===== config.mk =====
export PLATFORM = sky130hd
export DESIGN_NAME = huffman_decoder
export DESIGN_NICKNAME = d
export VERILOG_FILES = /design/src/rtl/huffman_decoder.sv
export SDC_FILE = /design/constraint.sdc
export NUM_CORES = 2
export LEC_CHECK = 0
export ABC_CLOCK_PERIOD_IN_PS = 10550
export CAP_MARGIN = 10
export CORE_ASPECT_RATIO = 1.75
export CORE_MARGIN = 2
export CORE_UTILIZATION = 60
export CTS_BUF_LIST = sky130_fd_sc_hd__clkbuf_16
export DETAILED_ROUTE_END_ITERATION = 16
export PLACE_DENSITY = 0.85
export SLEW_MARGIN = 0
export SYNTH_ARGS = -nofsm -noshare
export SYNTH_HDL_FRONTEND = slang
export SYNTH_SLANG_ARGS = --single-unit
export TNS_END_PERCENT = 20

===== constraint.sdc =====
create_clock -name clk -period 10.55 [get_ports clk]
set_input_delay 2.6375 -clock clk [delete_from_list [all_inputs] [get_ports clk]]
set_output_delay 2.6375 -clock clk [all_outputs]
set_load 0.1 [all_outputs]

===== src/rtl/huffman_decoder.sv =====
// huffman_decoder: bit-serial canonical Huffman decoder, one code bit per clock,
// fed by 16-bit words and driven by runtime-loaded count/symbol tables.
module huffman_decoder #(
   parameter int MAX_LEN = 15
) (
   input  logic        clk,
   input  logic        rst,
   input  logic        enable,
   input  logic [15:0] data_in,
   input  logic        in_valid,
   output logic        in_ready,
   output logic [7:0]  data_out,
   output logic        data_valid,
   output logic        err,
   input  logic        flush,
   input  logic        cfg_we,
   input  logic        cfg_sel,
   input  logic [7:0]  cfg_addr,
   input  logic [7:0]  cfg_data
);
   localparam int W = MAX_LEN + 1;
   localparam logic [3:0] LMAX = 4'(MAX_LEN);
   localparam logic [7:0] AMAX = 8'(MAX_LEN);

   logic [7:0]   cnt [1:MAX_LEN];
   logic [7:0]   sym [256];
   logic [15:0]  shreg;
   logic [4:0]   bits_left;
   logic [W-1:0] code, first, c, diff;
   logic [8:0]   index;
   logic [3:0]   len;
   logic [7:0]   cl, sa;
   logic         consume, load, match;

   assign consume  = enable & ~err & (bits_left != 5'd0);
   assign in_ready = ~rst & enable & ~err & ~flush & ((bits_left == 5'd0) | ((bits_left == 5'd1) & consume));
   assign load     = in_valid & in_ready;
   assign c        = code | W'(shreg[15]);
   assign cl       = cnt[len];
   assign diff     = c - first;
   // a wrapped (negative) offset is huge and therefore never matches
   assign match    = diff < W'(cl);
   assign sa       = index[7:0] + diff[7:0];

   always_ff @(posedge clk or posedge rst)
      if (rst)
         for (int i = 1; i <= MAX_LEN; i++) cnt[i] <= '0;
      else if (cfg_we & ~enable & ~cfg_sel & (cfg_addr != 8'd0) & (cfg_addr <= AMAX))
         cnt[cfg_addr[3:0]] <= cfg_data;

   always_ff @(posedge clk)
      if (cfg_we & ~enable & cfg_sel) sym[cfg_addr] <= cfg_data;

   always_ff @(posedge clk or posedge rst)
      if (rst) begin
         shreg      <= '0;
         bits_left  <= '0;
         code       <= '0;
         first      <= '0;
         index      <= '0;
         len        <= 4'd1;
         err        <= 1'b0;
         data_out   <= '0;
         data_valid <= 1'b0;
      end else begin
         data_valid <= 1'b0;
         if (flush) begin
            bits_left <= '0;
            code      <= '0;
            first     <= '0;
            index     <= '0;
            len       <= 4'd1;
            err       <= 1'b0;
         end else begin
            if (load) begin
               shreg     <= data_in;
               bits_left <= 5'd16;
            end else if (consume) begin
               shreg     <= {shreg[14:0], 1'b0};
               bits_left <= bits_left - 5'd1;
            end
            if (consume) begin
               if (match) begin
                  data_out   <= sym[sa];
                  data_valid <= 1'b1;
                  code       <= '0;
                  first      <= '0;
                  index      <= '0;
                  len        <= 4'd1;
               end else if (len == LMAX) begin
                  err <= 1'b1;
               end else begin
                  index <= index + 9'(cl);
                  first <= (first + W'(cl)) << 1;
                  code  <= c << 1;
                  len   <= len + 4'd1;
               end
            end
         end
      end
endmodule

==> results.cfg <==
[global_route]
grt_max_degree = 148
grt_pass1_vias = 49579
overflow = 0
antenna_found_initial = 12
grt_pass1_wl_um = 351000
track_usage = 0.324

[drt]
remaining_drc_errors = 0
routed_wl_um = 241000
num_vias = 48422
drt_pre_antenna_iters = 6
initialDrtViolationCount = 6956
drt-vias-per-instance = 7.18
wl_per_cell_um = 35.7
antenna_left = 0

[die]
die_area_um2 = 153000
die_y_um = 516
io_pins = 50
die_w_um = 296
fp-row-count = 187
core_area_um2 = 149000
initial_core_util = 0.604

[synth]
synth-seq-cells = 2241
synth_top_cell_by_area = edfxtp_1
synth-xor-area-share = 0.00371
synth-simple-area-share = 0.0423
synth-edff-count = 2048
synth_top_family_by_area = multiplexers
synth_compound_area_frac = 0.0231
synth_cells = 4587
synth_flop_cell = edfxtp_1
synth_area_leaders = edfxtp_1, mux4_2, dfrtp_1
synthAdderAreaFrac = 0.00716
synth-warning-count = 0
yosysSeqAreaShare = 0.739
synth_top_area_frac = 0.685
synth_area_um2 = 89800
syn-mean-instance-area_um2 = 19.6
synth_fp_nets = 4675
synthMuxAreaShare = 0.171
synth_cell_types = 63
synthTopCellsByCount = edfxtp_1, mux4_2, nand2_1
synth.most_common_cell = edfxtp_1
postSynth.asyncResetShare = 0.0861

[cts]
post_cts_buffers = 0
insertion_delay_ps = 830
path_clk_slew_ps = 70
cts_hold_buf = 0
cts_resized = 0
cts_buffer_depth = 3
cts_tree = built
cts-buffers-inserted = 172
htreeDepth = 4
cts_sinks = 2241
cts-root-buf = clkbuf_16

[placement]
gp_congestion = 0.899
hpwl_um = 134000
post-place-cells = 6422
io_buffers = 49

[power_and_ir_drop]
pwr-share-comb = 0.489
switching_share = 0.420
vdd_ir_drop_max_mv = 0.398
p_int_mw = 18.6
pwr-share-seq = 0.308
leakagePower_nw = 32.1
switchingPower_mw = 13.4
finalPower_mw = 32.0
powerDensity_nw_per_um2 = 327
pwr-share-clk = 0.202

[final_layout]
stdcell_count = 6746
fin_nets = 4702
drive_gt1_frac = 0.226
nFillCells = 8544
area_delta_synth_final_pct = 8.96

[timing]
setup_viol = 0
final-max-slew-violation-count = 0
fin_crit_sh = 0.732
worst_slew_pin_slew_ps = 1290
slew_headroom = 0.116
hold_viol_final = 0
max_freq_mhz = 130
finalSetupTns_ps = 0
post-route-min-period_ps = 7720
rsz0062_at_grt = false
skew_ps = 30.3

[worst_setup_path]
path_class = primary input to output port
worst-path-stages = 4
start_kind = primary input
cp_cell_sequence = clkdlybuf4s50_1, nor3_1, o211a_1, clkdlybuf4s50_1
critPathMaxFanout = 10
worst_ep_required_time_ps = 7910
r2r_cells = 16
crit_top_cell = clkdlybuf4s50_1
reg2reg_from = code[1]
reg2reg_slack_ps = 4030
rr_endpoint = data_out[2]
cp_top_family = buffers and inverters
cp_slowest_stage_delay_ps = 1150
worstSetupEndpointType = output port
crit_slowest_cell = clkdlybuf4s50_1
crit_buf_inv = 2
arrival_ps = 5080

[worst_hold_path]
min_from = cnt[66]
whs_endpoint = cnt[66]
worstHoldPathCells = 1
hold_path.class = flip-flop to flip-flop

[flow_run]
cap_violations = 0

[run_status]
outcome = finished clean
==> cells in the final DEF, fill, tap and decap left out, types with 7 or more instances in the layout <==
cell type and count:
o2111ai_1 10, nand2_1 397, diode_2 7, edfxtp_1 2048, nor2_1 302, clkbuf_16 174, clkinv_1 43, nor2b_1 15
nand4_1 39, nand2b_1 8, buf_12 9, bufinv_16 11, a221o_1 7, clkinv_2 28, o21ai_0 41, mux2i_1 34
clkdlybuf4s50_1 41, a21oi_1 54, clkinvlp_4 10, o22ai_1 9, dfrtp_1 192, mux2_2 130, and3_1 36, ha_1 44
a31oi_1 43, a32o_1 7, nor3_1 12, o211ai_1 15, buf_4 56, a21o_1 12, xnor2_1 27, mux4_2 600
inv_1 72, nand3_1 57, a22o_1 45, a22oi_1 9, o211a_1 9
==> final cells by class <==
cell class / count / area (um^2) / share of cell area
flip-flops and latches: 2241 / 66300 / 0.678
inverters: 41 / 161 / 0.00165
multi-input cells: 2043 / 22300 / 0.228
clock buffers: 174 / 4350 / 0.0445
repair buffers: 115 / 1130 / 0.0116
well taps: 1984 / 2480 / 0.0254
diodes: 7 / 17.5 / 0.000179
clock inverters: 141 / 1040 / 0.0106
==> cell families after synthesis <==
logic type	Yosys count
compound gates	294
xor+xnor	38
fa+ha+maj	49
buf+inv	303
flops	2241
mux	764
simple gates	898
==> through the flow <==
stage	setup slack, ps	hold WS, ps	instance area (um^2)	utilization
5_1_grt	2770	512	97800	0.658
3_5_place_dp	2930	488	92400	0.622
3_3_place_gp	2920	482	92400	0.622
6_report	2830	500	97800	0.658
4_1_cts	2920	504	97800	0.658
2_1_floorplan	2660	473	89800	-
==> worst max-delay path by stage <==
stage	startpoint	endpoint	slack (ps)
floorplan	rst	bits_left[0]	2660
global placement	flush	in_ready	2920
detailed placement	flush	in_ready	2930
CTS	flush	in_ready	2920
global route	flush	in_ready	2770
finish	flush	in_ready	2830
==> sequential cells by signal, summed over array words and instances, names as in the netlist <==
register / cells
bits_left: 5
err: 1
data_out: 8
index: 8
shreg: 16
data_valid: 1
cnt: 120
first: 15
sym: 2048
len: 4
code: 15
==> metal layers <==
metal | vias to the layer above | share of wire | track usage | wire length (um)
met1 | 24618 | 0.30 | 0.371 | 72000
met4 | 12 | 0.092 | 0.243 | 22100
met5 | - | 0.00044 | 0 | 107
met2 | 4206 | 0.50 | 0.531 | 121000
li1 | 18557 | - | - | -
met3 | 1029 | 0.10 | 0.0738 | 25100
==> power by group through the flow <==
| stage | clock, mW | combinational (mW) | sequential, mW |
|---|---|---|---|
| 6_report | 6.48 | 15.7 | 9.86 |
| 5_1_grt | 6.73 | 15.8 | 9.87 |
| 4_1_cts | 6.47 | 14.8 | 9.86 |
| 3_5_place_dp | 0 | 14.1 | 10.1 |
| 3_3_place_gp | 0 | 13.7 | 10.1 |
| 2_1_floorplan | 0 | 9.02 | 10.0 |
Power figures use the tool's default switching activity.
